[config.mk]
export PLATFORM = sky130hd
export DESIGN_NAME = hazard_control_unit
export DESIGN_NICKNAME = d
export VERILOG_FILES = /design/src/rtl/hazard_control_unit_pkg.sv /design/src/rtl/hazard_control_unit_load_use_detector.sv /design/src/rtl/hazard_control_unit.sv
export SDC_FILE = /design/constraint.sdc
export NUM_CORES = 1
export LEC_CHECK = 0
export BUFFER_PORTS_ARGS = -buffer_cell sky130_fd_sc_hd__buf_4
export CORE_ASPECT_RATIO = 2
export CORE_UTILIZATION = 30
export CTS_BUF_LIST = sky130_fd_sc_hd__clkbuf_16
export CTS_CLUSTER_SIZE = 20
export DETAILED_ROUTE_END_ITERATION = 10
export HOLD_SLACK_MARGIN = 0.08
export PLACE_DENSITY_LB_ADDON = 0.08
export SYNTH_ARGS = -nofsm -noshare
export SYNTH_HDL_FRONTEND = slang
export SYNTH_SLANG_ARGS = --single-unit
[constraint.sdc]
create_clock -name clock -period 2.57 [get_ports clock]
set_clock_uncertainty 0.05 [all_clocks]
set_input_delay 0.1285 -clock clock [delete_from_list [all_inputs] [get_ports clock]]
set_output_delay 0.1285 -clock clock [all_outputs]
set_load 0.05 [all_outputs]
[src/rtl/hazard_control_unit_pkg.sv]
// hazard_control_unit_pkg: shared pipeline sequencing types and constants.
package hazard_control_unit_pkg;
   typedef enum logic {ST_IDLE = 1'b0, ST_MULDIV = 1'b1} state_t;
   localparam int REG_ZERO = 0;
   localparam int MUL_CYCLES_DEF = 4;
   localparam int DIV_CYCLES_DEF = 32;
endpackage

[src/rtl/hazard_control_unit_load_use_detector.sv]
// load_use_detector: flags an ID instruction that reads the register a load in EX is writing.
module load_use_detector
   import hazard_control_unit_pkg::*;
#(
   parameter int REG_ADDR_W = 5
) (
   input  logic                  id_valid,
   input  logic                  id_ex_mem_read,
   input  logic [REG_ADDR_W-1:0] id_ex_rt,
   input  logic [REG_ADDR_W-1:0] if_id_rs,
   input  logic [REG_ADDR_W-1:0] if_id_rt,
   output logic                  hazard
);
   // $0 is hardwired, so a load targeting it can never create a dependency
   assign hazard = id_valid && id_ex_mem_read && (id_ex_rt != REG_ADDR_W'(REG_ZERO)) &&
                   (id_ex_rt == if_id_rs || id_ex_rt == if_id_rt);
endmodule

[src/rtl/hazard_control_unit.sv]
// hazard_control_unit: load-use bubbles, mul/div front-end freeze and branch squash for EX.
module hazard_control_unit
   import hazard_control_unit_pkg::*;
#(
   parameter int REG_ADDR_W = 5,
   parameter int MUL_CYCLES = MUL_CYCLES_DEF,
   parameter int DIV_CYCLES = DIV_CYCLES_DEF,
   parameter int CNT_W      = 6,
   parameter int PERF_W     = 16
) (
   input  logic                  clock,
   input  logic                  reset,
   input  logic                  id_valid,
   input  logic [REG_ADDR_W-1:0] if_id_rs,
   input  logic [REG_ADDR_W-1:0] if_id_rt,
   input  logic                  id_ex_mem_read,
   input  logic [REG_ADDR_W-1:0] id_ex_rt,
   input  logic                  ex_muldiv_start,
   input  logic                  ex_muldiv_is_div,
   input  logic                  branch_taken,
   output logic                  pc_write,
   output logic                  if_id_write,
   output logic                  if_id_flush,
   output logic                  id_ex_flush,
   output logic                  ex_hold,
   output logic                  muldiv_busy,
   output logic                  muldiv_done,
   output logic [PERF_W-1:0]     stall_cycles
);
   state_t           state;
   logic [CNT_W-1:0] count;
   logic             hazard;
   logic             in_md;
   logic             md_run;
   logic             br;
   logic             st;
   logic             lu;

   load_use_detector #(.REG_ADDR_W(REG_ADDR_W)) u_lud (
      .id_valid      (id_valid),
      .id_ex_mem_read(id_ex_mem_read),
      .id_ex_rt      (id_ex_rt),
      .if_id_rs      (if_id_rs),
      .if_id_rt      (if_id_rt),
      .hazard        (hazard)
   );

   // The final MULDIV cycle behaves like IDLE for load-use only; branch/start cannot occur there
   assign in_md  = (state == ST_MULDIV);
   assign md_run = in_md && (count != '0);
   assign br     = !in_md && branch_taken;
   assign st     = !in_md && !branch_taken && ex_muldiv_start;
   assign lu     = hazard && !md_run && !br && !st;

   assign ex_hold     = st || md_run;
   assign pc_write    = !(st || md_run || lu);
   assign if_id_write = pc_write;
   assign if_id_flush = br;
   assign id_ex_flush = br || lu;
   assign muldiv_busy = in_md;
   assign muldiv_done = in_md && (count == '0);

   always_ff @(posedge clock or negedge reset) begin
      if (!reset) begin
         state        <= ST_IDLE;
         count        <= '0;
         stall_cycles <= '0;
      end else begin
         if (st) begin
            state <= ST_MULDIV;
            count <= ex_muldiv_is_div ? CNT_W'(DIV_CYCLES - 1) : CNT_W'(MUL_CYCLES - 1);
         end else if (md_run)
            count <= count - 1'b1;
         else if (in_md)
            state <= ST_IDLE;
         if (!pc_write && stall_cycles != '1)
            stall_cycles <= stall_cycles + 1'b1;
      end
   end
endmodule

# --- Yosys cells after proc, flatten, opt, wreduce, memory -nomap -nowiden ---
# Index checks and enable logic that the tools add are counted.
op_classes:
  n_addsub: 2
  eq_ne: 4
  n_mux: 5
  reduce_logical: 26
ops:
  columns: ["op", "n"]
  rows:
  - ["16-bit by 1-bit adder with 16-bit output, second input constant", 1]
  - ["16-bit != test, second input constant", 1]
  - ["1-bit logical AND", 12]
  - ["6-bit 2-to-1 mux", 2]
  - ["5-bit equality test", 2]
  - ["1-bit zero test", 6]
  - ["6-bit zero test", 1]
  - ["6-bit nonzero test", 1]
  - ["6-bit by 1-bit subtractor with 6-bit output, second input constant", 1]
  - ["5-bit 2-to-1 mux", 1]
  - ["5-bit nonzero test", 1]
  - ["1-bit logical OR", 4]
  - ["1-bit 2-to-1 mux", 2]
  - ["2-bit by 1-bit != test with 1-bit output, second input constant", 1]
  - ["2-bit nonzero test", 1]
totals:
  register_bits: 23
  elab_cells: 40

# --- Depth between registers and ports, before layout ---
logic_depth:
  ltp_word: 8
  depth_mapped: 9
  mapped_depth_nobuf: 7

# --- Cells and area by module ---
# From an unflattened synthesis, not the netlist that was laid out.
hier_totals:
  cells_unflattened: 132
  area_unflattened_um2: 1353.8
modules_own_cells:
  columns: ["module", "n_inst", "cells_per_inst", "area_each_um2", "seq_area_each_um2"]
  rows:
  - ["hazard_control_unit", 1, 115, 1221.2, 575.6]
  - ["load_use_detector", 1, 17, 132.6, 0.0]

# --- Worst setup path after synthesis ---
# No wires, ideal clock.
synth_timing:
  kind: "register -> output"
  startpoint: "reg state, in the netlist muldiv_busy"
  endpoint: "out id_ex_flush"
  arrival_time_ns: 2.298
  t_required_ns: 2.391
  path_slack_ns: 0.093
  stages_incl_launch_ff: 5
  n_path_buf: 0
  cell_sequence: "dfrtp_1 nor2_1 nand2_1 nand2b_4 o21ai_0"
synth_via:
  elab_chain_len: 6
  word_cells_on_any_way: 12
synth_lines:
  columns: ["element", "line_no", "rtl"]
  rows:
  - ["from (decl)", "hazard_control_unit.sv:30", "state_t state;"]
  - ["from (signal assigned)", "hazard_control_unit.sv:65", "state <= ST_IDLE;"]
  - ["from (signal assigned)", "hazard_control_unit.sv:70", "state <= ST_MULDIV;"]
  - ["from (signal assigned)", "hazard_control_unit.sv:75", "state <= ST_IDLE;"]
  - ["1-bit logical AND / 1-bit zero test (equally long branches)", "hazard_control_unit.sv:50, hazard_control_unit.sv:51, hazard_control_unit.sv:52", null]
  - ["1-bit zero test (tied with other cells)", "hazard_control_unit.sv:53", "assign lu = hazard && !md_run && !br && !st;"]
  - ["1-bit logical AND (tied with other cells)", "hazard_control_unit.sv:53", null]
  - ["1-bit logical AND / 1-bit zero test (equally long branches)", "hazard_control_unit.sv:53", null]
  - ["1-bit logical AND", "hazard_control_unit.sv:53", null]
  - ["1-bit logical OR *", "hazard_control_unit.sv:59", "assign id_ex_flush = br || lu;"]
  - ["to (decl)", "hazard_control_unit.sv:24", "output logic id_ex_flush,"]
# Every way passes the cells marked *; elsewhere a longest branch is shown, timed or not.

# --- Worst setup path in the final report ---
layout_timing:
  startpoint: "reg count[0]"
  endpoint: "out pc_write"
layout_via:
  elab_chain_len: 8
  word_cells_on_any_way: 9
layout_lines:
  columns: ["element", "line_no", "rtl"]
  rows:
  - ["from (decl)", "hazard_control_unit.sv:31", "logic [CNT_W-1:0] count;"]
  - ["from (signal assigned)", "hazard_control_unit.sv:71", "count <= ex_muldiv_is_div ? CNT_W'(DIV_CYCLES - 1) : CNT_W'(MUL_CYCLES - 1);"]
  - ["from (signal assigned)", "hazard_control_unit.sv:73", "count <= count - 1'b1;"]
  - ["6-bit nonzero test *", "hazard_control_unit.sv:50", "assign md_run = in_md && (count != '0);"]
  - ["1-bit logical AND *", "hazard_control_unit.sv:50", null]
  - ["1-bit zero test", "hazard_control_unit.sv:53", null]
  - ["1-bit logical AND (3 in a row)", "hazard_control_unit.sv:53", null]
  - ["1-bit logical OR *", "hazard_control_unit.sv:56", "assign pc_write = !(st || md_run || lu);"]
  - ["1-bit zero test *", "hazard_control_unit.sv:56", null]
  - ["to (decl)", "hazard_control_unit.sv:21", "output logic pc_write,"]
# Marks and branches as above.

==> reports/results.ini <==
[worst_hold_path]
hp-class=input port to flip-flop
holdPathStages=3
min_from=ex_muldiv_is_div
hold_path_end=count[3]$_DFFE_PN0P_

[clock_network]
post_cts_buffers=0
clock_path_buffers=2
cts_made_buffers=3
cts.sinks=23
clk_pin_slew_ns=0.06
cts_tree=built
cts_resized=0
cts_root_buf=clkbuf_16
cts_max_level=1
clk_latency_ns=0.26
ctsHoldBuffers=2

[yosys]
avgSynthCellArea_um2=10.3
synthFlopType=dfrtp_1
synthAdderAreaFrac_pct=2.71
synthSimpleGateAreaFrac_pct=22.9
ys_ff_latch=23
ys_types=36
synth_compound_area_share_pct=10.1
synth_nets=159
synth_edf_count=0
synth-xor-area-share_pct=14.5
synth_top_family_by_area=simple AND/OR/NAND/NOR gates
synth.cell_area_um2=1390
yosysWarnings=0
synthCells=134
synthMuxAreaShare_pct=3.97
ys_seq_area_share_pct=41.6
synthArstFlopShare_pct=100

[layout]
final_common_cell=buf_4
num_antenna_cells=0
syn2layout_area_growth_pct=34.2
stdcell_area_um2=1860
drive_gt1_share_pct=35.0
nets=209
final_cell_mix=buf_4, dfrtp_1, xnor2_1, nand2_1

[sta]
final.setup.tns_ns=0
fmax_ghz=0.431
rsz0062_at_grt=false
slew_violations=0
fin_crit_sh_pct=90.3
max_slew_margin_pct=61.5
worst_slack_ns=0.251
holdWs_ns=0.0946
worstMarginPinSlew_ns=0.578
finalHoldViolations=0
finalSetupViolations=0
period_minus_slack_ns=2.32

[pwr]
total_leakage_power_nw=0.846
pwr-share-clk_pct=16.8
p_int_w=0.00107
p_sw_w=0.000922
p_per_area_nw_per_um2=1070
p_sw_share_pct=46.3
power_frac_comb_pct=51.5
sequentialPowerShare_pct=31.7
peakVddDrop_mv=0.709
total_power_w=0.00199

[die]
start_util_pct=31.6
dieWidth_um=50.0
die-area_um2=4910
die_y_um=98.1
core_area_um2=4380
ios=45
rows=34

[critical_path]
critPathKind=flip-flop to primary output
arrival_ns=2.14
startpoint_type=flip-flop
r2r-end=stall_cycles[14]$_DFFE_PN0P_
path_max_fanout=16
r2r_slack_ns=0.31
crit_path_end_kind=primary output
reg2regPathDepth=7
critPathRequiredTime_ns=2.39
r2r-start=count[0]$_DFFE_PN0P_

[status]
run_status=finished, final reports clean

[global_route]
grt_max_degree=24
grt_usage_pct=14.7
grt_overflow=0
grt_pass1_wl_um=5680
antenna_found_initial=0
grt_pass1_vias=1293

[drt]
drt_wl_total_um=3240
antenna_left=0
drt-initial-drc-count=5
vias_per_cell=4.91
vias=1164
drc=0
wl_per_cell_um=13.7
dr.pass1.iters=2

[place]
portBuffers=44
place_ws_ns=0.357
hpwl_um=2580
gp_congestion=0.794
placed_area_um2=1760

[run]
cap_violations=0

-- critical path, cell delays in order, from the launching register on --
cell      delay, ns
dfrtp_1        0.38
inv_1          0.07
ha_1           0.23
a21boi_2       0.22
nand2b_4       0.17
a21o_1         0.46
inv_1          0.13
buf_4          0.22
-- power groups by stage --
stage | registers [W] | clock network [W] | logic [W]
after CTS | 0.000637 | 0.000345 | 0.00104
after global placement | 0.000635 | 0 | 0.00101
after floorplan | 0.000839 | 0 | 0.000578
after global routing | 0.000660 | 0.000355 | 0.00111
final | 0.000631 | 0.000335 | 0.00103
after detailed placement | 0.000641 | 0 | 0.00103
-- cell usage after synthesis (3+ instances only) --
cell	number	share of area (%)
dfrtp_1	23	42
xnor2_1	22	14
nand2_1	15	4.1
nand4_1	7	3.2
nor2_1	7	1.9
a21oi_1	5	1.8
and3_1	5	2.3
inv_1	5	1.4
nand3_1	5	1.8
mux2_1	4	3.3
ha_1	3	2.7
nand2b_1	3	1.4
nand3_2	3	2.2
-- through the flow --
step / std cells / util, %
floorplan: 134 / -
global placement: 231 / 40.1
detailed placement: 231 / 40.1
CTS: 237 / 42.4
global route: 237 / 42.4
finish: 237 / 42.4
-- layout make-up --
type                       instances  area (um2)
inverter                           5        18.8
fill                             440        2520
sequential                        23         576
multi-input combinational        103         752
timing repair buffer              48         365
clock inverter                     1        5.00
tap                               54        67.6
clock buffer                       3        75.1
-- cells by family (layout without fill, tap and decap cells) --
group | after synthesis | in the layout
AO/OA/AOI/OAI | 17 | 17
XOR/XNOR | 23 | 23
adder cells (fa/ha/maj) | 3 | 3
buffers and inverters | 8 | 57
flip-flops | 23 | 23
multiplexers | 5 | 5
AND/OR/NAND/NOR | 55 | 55
-- how the worst max path moves through the flow --
| stage | start | end | slack [ns] | cells past startpoint |
|---|---|---|---|---|
| 3_3_place_gp | count[0]$_DFFE_PN0P_ | stall_cycles[14]$_DFFE_PN0P_ | 0.44 | 7 |
| 6_report | count[0]$_DFFE_PN0P_ | pc_write | 0.25 | 7 |
| 2_1_floorplan | muldiv_busy$_DFFE_PN0P_ | id_ex_flush | 0.09 | 4 |
| 4_1_cts | count[0]$_DFFE_PN0P_ | pc_write | 0.23 | 7 |
| 5_1_grt | count[0]$_DFFE_PN0P_ | pc_write | 0.04 | 7 |
| 3_5_place_dp | count[0]$_DFFE_PN0P_ | stall_cycles[5]$_DFFE_PN0P_ | 0.36 | 7 |
-- layer usage --
metal / part of all wire (%) / GRT usage [%]
met3: 4.4 / 1.87
met1: 35 / 14.0
met5: 0 / 0
met2: 60 / 29.6
met4: 1.2 / 5.27
-- flip-flops by register name (all words and copies together) (netlist names) --
signal / flops
muldiv_busy: 1
stall_cycles: 16
count: 6
(Power assumes the default switching activity.)
